File: src/rtl/ifetch_pc_sequencer_pkg.sv
// Shared definitions for the instruction-fetch PC sequencer.
package ifetch_pkg;

  localparam int PC_W = 30;
  localparam logic [PC_W-1:0] RESET_PC_DEF = 30'h0000_0000;

  typedef enum logic {
    FETCH  = 1'b0,
    BR_ADD = 1'b1
  } seq_state_t;

endpackage

File: src/rtl/ifetch_pc_sequencer_adder.sv
// 30-bit word-address adder.
// The carry-out is dropped, so every sum wraps modulo 2^30.
module FullAdder30 (
  output logic [29:0] result,
  input  logic [29:0] a,
  input  logic [29:0] b,
  input  logic        cin
);

  // Plain modular add; the top of the sum is discarded by the width
  assign result = a + b + {29'd0, cin};

endmodule

File: src/rtl/ifetch_pc_sequencer.sv
// Fetch PC sequencer.
// One shared adder serves two purposes:
//   - PC increment in FETCH
//   - base + offset in BR_ADD
// Jumps load the target directly without using the adder.
module ifetch_pc_sequencer
  import ifetch_pkg::*;
#(
  parameter logic [PC_W-1:0] RESET_PC = RESET_PC_DEF
) (
  input  logic            clk,
  input  logic            reset,
  input  logic            stall,
  input  logic            jump_req,
  input  logic [PC_W-1:0] jump_target,
  input  logic            branch_req,
  input  logic [PC_W-1:0] branch_imm,
  output logic [PC_W-1:0] pc_out,
  output logic            pc_valid,
  output logic            busy
);

  seq_state_t      state, state_nxt;
  logic [PC_W-1:0] pc, pc_nxt;
  logic [PC_W-1:0] base, base_nxt;
  logic [PC_W-1:0] imm_r, imm_nxt;
  logic [PC_W-1:0] add_a, add_b, sum;
  logic            add_cin;

  FullAdder30 u_add (
    .result (sum),
    .a      (add_a),
    .b      (add_b),
    .cin    (add_cin)
  );

  // Adder operand mux, next-state logic and next-PC selection.
  // The increment setup is the default, so the adder inputs are never X.
  always_comb begin
    add_a     = pc;
    add_b     = '0;
    add_cin   = 1'b1;
    pc_nxt    = pc;
    base_nxt  = base;
    imm_nxt   = imm_r;
    state_nxt = state;
    case (state)
      FETCH: begin
        if (stall) begin
          pc_nxt = pc;
        end else if (jump_req) begin
          pc_nxt = jump_target;
        end else if (branch_req) begin
          // Latch PC+1 and the offset.
          // The target add happens next cycle, which creates the bubble.
          base_nxt  = sum;
          imm_nxt   = branch_imm;
          state_nxt = BR_ADD;
        end else begin
          pc_nxt = sum;
        end
      end
      BR_ADD: begin
        add_a     = base;
        add_b     = imm_r;
        add_cin   = 1'b0;
        pc_nxt    = sum;
        state_nxt = FETCH;
      end
      default: state_nxt = FETCH;
    endcase
  end

  // State and PC registers.
  // Reset is synchronous and overrides everything, including mid-branch.
  always_ff @(posedge clk) begin
    if (reset) begin
      pc    <= RESET_PC;
      state <= FETCH;
      base  <= '0;
      imm_r <= '0;
    end else begin
      pc    <= pc_nxt;
      state <= state_nxt;
      base  <= base_nxt;
      imm_r <= imm_nxt;
    end
  end

  assign pc_out   = pc;
  assign pc_valid = (state == FETCH);
  assign busy     = (state == BR_ADD);

endmodule

File: config.mk
export PLATFORM = sky130hd
export DESIGN_NAME = ifetch_pc_sequencer
export DESIGN_NICKNAME = d
export VERILOG_FILES = /design/src/rtl/ifetch_pc_sequencer_pkg.sv /design/src/rtl/ifetch_pc_sequencer_adder.sv /design/src/rtl/ifetch_pc_sequencer.sv
export SDC_FILE = /design/constraint.sdc
export NUM_CORES = 1
export LEC_CHECK = 0
export BUFFER_PORTS_ARGS = -buffer_cell sky130_fd_sc_hd__buf_2
export CAP_MARGIN = 0
export CORE_MARGIN = 8
export CORE_UTILIZATION = 50
export CTS_CLUSTER_SIZE = 8
export DETAILED_ROUTE_END_ITERATION = 8
export PLACE_DENSITY_LB_ADDON = 0.05
export SLEW_MARGIN = 20
export SYNTH_ARGS = -nofsm -noshare
export SYNTH_HDL_FRONTEND = slang
export SYNTH_SLANG_ARGS = --single-unit
File: constraint.sdc
create_clock -name clk -period 3.8 [get_ports clk]
set_input_delay 0.38 -clock clk [delete_from_list [all_inputs] [get_ports clk]]
set_output_delay 0.38 -clock clk [all_outputs]
set_load 0.01 [all_outputs]
* Word level (Yosys, flattened, before mapping)
Cells that the tools add are included.
Cells by class: add/subtract/negate cells 2, equality and inequality tests 2, multiplexer cells 11, bitwise gates (word level) 3, reduce and logical (&&, ||, !) cells 2
Operator list (count):
- 2-to-1 mux 30 bit | 5
- case mux 30 bit (2 select lines) | 1
- adder 30 x 1 -> 30 bit | 1
- adder 30 bit | 1
- 2-to-1 mux 1 bit | 4
- AND reduction 4 bit | 1
- != test 3 bit, second input constant | 1
- inverter 1 bit | 3
- != test 2 bit, second input constant | 1
- case mux 1 bit (2 select lines) | 1
- AND reduction 2 bit | 1
Storage, ports and cells: flip-flop bits (word level) 91, input port bits 65, output and inout port bits 32, word-level logic and storage cells 24

* Logic depth before layout (Yosys ltp)
word-level depth 7, mapped depth 14, mapped depth without buffers 12

* Cells and area by module
From an unflattened synthesis, not the netlist that was laid out.
Unflattened totals: cells, all modules 695, area total of the unflattened synthesis 5708.0 sq um
Modules (own cells, without submodules):
- ifetch_pc_sequencer | times used 1, cells each 472, area an instance 4076.4 sq um, sequential area each 1821.7 sq um
- FullAdder30 | times used 1, cells each 223, area an instance 1631.6 sq um, sequential area each 0.0 sq um

* Least setup slack after synthesis
Ideal clock, no wire load.
path type register to register, start register state, in the netlist busy, end register pc[25], in the netlist pc_out[25], library setup time 0.112 ns, arrival time 3.513 ns, data required time 3.688 ns, slack 0.174 ns, cell stages (with the launch flop) 13, buffers on the path 2, clock period less this slack 3.626 ns, path through dfxtp_1 -> clkbuf_1 -> buf_1 -> mux2_2 -> ha_1 -> a21oi_1 -> and2_1 -> a21oi_2 -> a221oi_2 -> o31ai_2 -> a311oi_1 -> xor2_1 -> a2111oi_1
Between the ends: cells in the longest elaborated chain, start to end 7, elaborated cells on any way between the ends 13, classes of those cells add/sub: 2; eq/ne: 2; mux: 7; bitwise: 1; reduce/logical: 1
Ends and longest elaborated chain:
- start, declared | RTL line ifetch_pc_sequencer.sv:23 | seq_state_t state, state_nxt;
- start signal, assigned | RTL line ifetch_pc_sequencer.sv:84 | state <= state_nxt;
- 2-to-1 mux 30 bit | RTL line ifetch_pc_sequencer.sv:47 | case (state)
- adder 30 bit | RTL line ifetch_pc_sequencer_adder.sv:11 | assign result = a + b + {29'd0, cin};
- adder 30 x 1 -> 30 bit | RTL line ifetch_pc_sequencer_adder.sv:11
- 2-to-1 mux 30 bit | RTL line ifetch_pc_sequencer.sv:53 | end else if (branch_req) begin
- 2-to-1 mux 30 bit | RTL line ifetch_pc_sequencer.sv:51 | end else if (jump_req) begin
- 2-to-1 mux 30 bit | RTL line ifetch_pc_sequencer.sv:49 | if (stall) begin
- case mux 30 bit (2 select lines) | RTL line ifetch_pc_sequencer.sv:47
- end signal, assigned | RTL line ifetch_pc_sequencer.sv:83 | pc <= pc_nxt;
- end, declared | RTL line ifetch_pc_sequencer.sv:24 | logic [PC_W-1:0] pc, pc_nxt;
Parallel ways exist; a longest one is shown, timed or not. The select of a mux whose other input is x is not followed. A chain may end at the register's enable or synchronous reset.

* Final worst setup path
Ends and elaborated chain as after synthesis.

==> PnR_summary.wiki <==
{| class="wikitable"
! Metric !! Value
|-
| Internal power || 1.49 mW
|-
| Number of max-cap violations || 0
|-
| Data required time of the critical path || 4.07 ns
|-
| Outcome || finished, final reports clean
|-
| Share of total power in combinational logic || 0.177
|-
| Sum of negative setup slack || 0 ns
|-
| Switching share of total power || 0.295
|-
| Leakage || 2.72 nW
|-
| Number of CTS-inserted buffers || 9
|-
| Final number of hold-violating endpoints || 0
|-
| Leading cell type in the layout, fill and taps excluded || sky130_fd_sc_hd__nand2_1
|-
| Number of synthesis warnings || 0
|-
| Worst hold margin || 0.220 ns
|-
| HPWL after DPL || 11500 µm
|-
| Initial antenna violation count || 0
|-
| Peak VDD IR || 0.234 mV
|-
| Number of placement rows || 38
|-
| Antenna diodes || 0
|-
| First-pass GRT wire length || 25400 µm
|-
| Power consumption || 2.12 mW
|-
| Routed WL per cell || 16.9 µm
|-
| Fill count || 1061
|-
| Area of the core region || 10800 µm²
|-
| Timing-limited maximum frequency || 286 MHz
|-
| Port buffer count || 96
|-
| Effective utilization at floorplan || 0.512
|-
| Share of total power in the clock network || 0.335
|-
| PD cells || 334 nW/µm²
|-
| Final instance area || 6330 µm²
|-
| Unrepaired setup endpoints after global routing || no
|-
| Largest net degree at the start of global routing || 62
|-
| Most frequent cells in the layout || 149 x sky130_fd_sc_hd__nand2_1, 96 x sky130_fd_sc_hd__a21oi_1, 96 x sky130_fd_sc_hd__buf_2
|-
| Final number of setup-violating endpoints || 0
|-
| Arrival @ worst endpoint || 3.77 ns
|-
| Synth unique cells || 59
|-
| Mapped Nets || 809
|-
| Total routing usage reported by global routing || 0.214
|-
| Sequential standard cell area || 1830 µm²
|-
| Slack of the critical path || 0.307 ns
|-
| DRC violation total after the first TritonRoute iteration || 357
|-
| Post-detailed-route via-to-cell ratio || 5.66
|-
| Transition time of the tightest slew-check pin || 0.803 ns
|-
| Critical path class || reg2reg
|-
| Final layout net count || 880
|-
| Period Utilization, post-route || 0.919
|-
| Setup skew after layout || 0.00948 ns
|-
| Element type at the critical path start || flop
|-
| Worst min path class || in2reg
|-
| Seq pwr share || 0.487
|-
| Element type at the critical path end || flop
|-
| Die footprint || 14700 µm²
|-
| Routed wire length || 15700 µm
|-
| Vias || 5263
|-
| Pre-CTS worst setup slack || 0.110 ns
|-
| Core Util, Final || 0.584
|-
| Post-synth EDFFs || 0
|-
| Part of the Yosys area used for sequential elements || 0.328
|-
| TritonCTS clock tree || done
|-
| Share of async-settable or async-resettable flops after synthesis || 0
|-
| Commonest register cell after synthesis || sky130_fd_sc_hd__dfxtp_1
|-
| Die outline width || 121 µm
|-
| Io pins || 97
|-
| Register clock-pin slew on the reported worst setup and hold paths || 0.09 ns
|-
| Net Sw Power || 0.625 mW
|-
| Antenna Violating Nets Remaining || 0
|-
| Clock root cell || sky130_fd_sc_hd__clkbuf_8
|-
| Hold Buf Count CTS || 0
|-
| Remaining Overflow, GRT || 0
|-
| Post-DP Area || 6120 µm²
|-
| Cells after DPL || 914
|-
| Clk_lat worst skew || 0.38 ns
|-
| Number of instances in the synthesized netlist || 714
|-
| Drc violations || 0
|-
| Number of H-tree branching levels || 3
|-
| Worst-path fanout max || 36
|-
| Area growth syn-to-layout || 14.0%
|-
| Synthesized area || 5550 µm²
|-
| Drt pass-1 iters || 5
|-
| Number of storage elements in the synthesis netlist || 91
|-
| Buffers from clock root to sink, at most || 2
|-
| Area of the multi-input gates || 3500 µm²
|-
| Fraction of final layout cells with drive strength greater than 1 || 0.216
|-
| Global placer's final weighted congestion || 0.888
|-
| Count of clock tree sinks || 91
|-
| Min Clock Period, post-route || 3.49 ns
|-
| Max-slew headroom at the worst pin || 0.463
|-
| Final cell count without fillers || 930
|-
| Max-slew violation count || 0
|-
| Y dimension of the die || 121 µm
|-
| Mean instance size in the synthesized netlist || 7.78 µm²
|-
| Via count of the first global-routing pass || 5053
|}
[area by class of cell]
| type | instances | share of cell area |
|---|---|---|
| clock buffers | 11 | 0.0239 |
| multi-input cells | 563 | 0.553 |
| clock inverters | 5 | 0.00949 |
| repair buffers | 108 | 0.0901 |
| inverters | 12 | 0.00712 |
| well taps | 140 | 0.0277 |
| flip-flops and latches | 91 | 0.288 |
[path summary, 6_finish.rpt]
kind | startpoint | end | slack, ns | cells past startpoint
worst max-delay path | busy$_SDFF_PP0_ | pc_out[25]$_SDFFE_PP0P_ | 0.31 | 10
worst min-delay path | branch_imm[3] | imm_r[3]$_SDFFE_PP0P_ | 0.22 | 3
worst min register to register | imm_r[24]$_SDFFE_PP0P_ | imm_r[24]$_SDFFE_PP0P_ | 0.46 | 2
worst max register to register | busy$_SDFF_PP0_ | pc_out[25]$_SDFFE_PP0P_ | 0.31 | 10
[repair_timing]
| item | 4_1_cts | 5_1_grt |
|---|---|---|
| setup buffers | 0 | 0 |
| resized for setup | 0 | 1 |
| endpoints found under the setup margin | 0 | 4 |
[flip-flops by register name (all words and copies together) (netlist names)]
| register | cells |
|---|---|
| imm_r | 30 |
| base | 30 |
| busy | 1 |
| pc_out | 30 |
[power by group through the flow]
| stage | logic (mW) | registers [mW] | clock network [mW] |
|---|---|---|---|
| 2_1_floorplan | 0.238 | 1.06 | 0 |
| 3_3_place_gp | 0.369 | 1.05 | 0 |
| 3_5_place_dp | 0.375 | 1.05 | 0 |
| 4_1_cts | 0.378 | 1.03 | 0.732 |
| 5_1_grt | 0.414 | 1.04 | 0.769 |
| 6_report | 0.375 | 1.03 | 0.710 |
[layer usage]
| layer | global-route usage | routed length [µm] |
|---|---|---|
| met4 | 0.0941 | 325 |
| met3 | 0.0358 | 712 |
| met5 | 0 | 0 |
| met2 | 0.354 | 7470 |
| met1 | 0.267 | 7220 |
[critical path, cell delays in order, from the launching register on]
cell	delay, ns
sky130_fd_sc_hd__dfxtp_4	0.60
sky130_fd_sc_hd__mux2_2	0.38
sky130_fd_sc_hd__ha_1	0.36
sky130_fd_sc_hd__a21oi_1	0.27
sky130_fd_sc_hd__and2_1	0.21
sky130_fd_sc_hd__a21oi_2	0.09
sky130_fd_sc_hd__a221oi_2	0.43
sky130_fd_sc_hd__o31ai_2	0.15
sky130_fd_sc_hd__a311oi_1	0.35
sky130_fd_sc_hd__xor2_1	0.14
sky130_fd_sc_hd__a2111oi_1	0.39
[cells by family (layout without fill, tap and decap cells)]
logic type      after synthesis  after routing  synth area share
fa+ha+maj                    30             30            0.0703
buf+inv                      60            136            0.0428
compound gates              199            199             0.231
xor+xnor                     26             26            0.0410
flops                        91             91             0.328
simple gates                279            279             0.228
mux                          29             29            0.0584
[synthesized netlist by cell type, drive strengths merged, types with 6 or more instances]
| master | count | area share |
|---|---|---|
| dfxtp | 91 | 0.33 |
| nor3 | 7 | 0.0063 |
| o21a | 6 | 0.0081 |
| inv | 12 | 0.0081 |
| o21ai | 18 | 0.016 |
| nor2b | 8 | 0.010 |
| xnor2 | 15 | 0.024 |
| clkbuf | 37 | 0.025 |
| and3 | 6 | 0.0070 |
| a311oi | 8 | 0.013 |
| ha | 28 | 0.063 |
| and2 | 33 | 0.037 |
| nor2 | 47 | 0.032 |
| a21o | 13 | 0.018 |
| xor2 | 11 | 0.017 |
| nand3 | 7 | 0.0063 |
| nand4 | 6 | 0.0079 |
| buf | 11 | 0.0097 |
| mux2 | 27 | 0.055 |
| a211oi | 20 | 0.028 |
| a21oi | 97 | 0.088 |
| nand2 | 149 | 0.10 |
(Power assumes the default switching activity.)
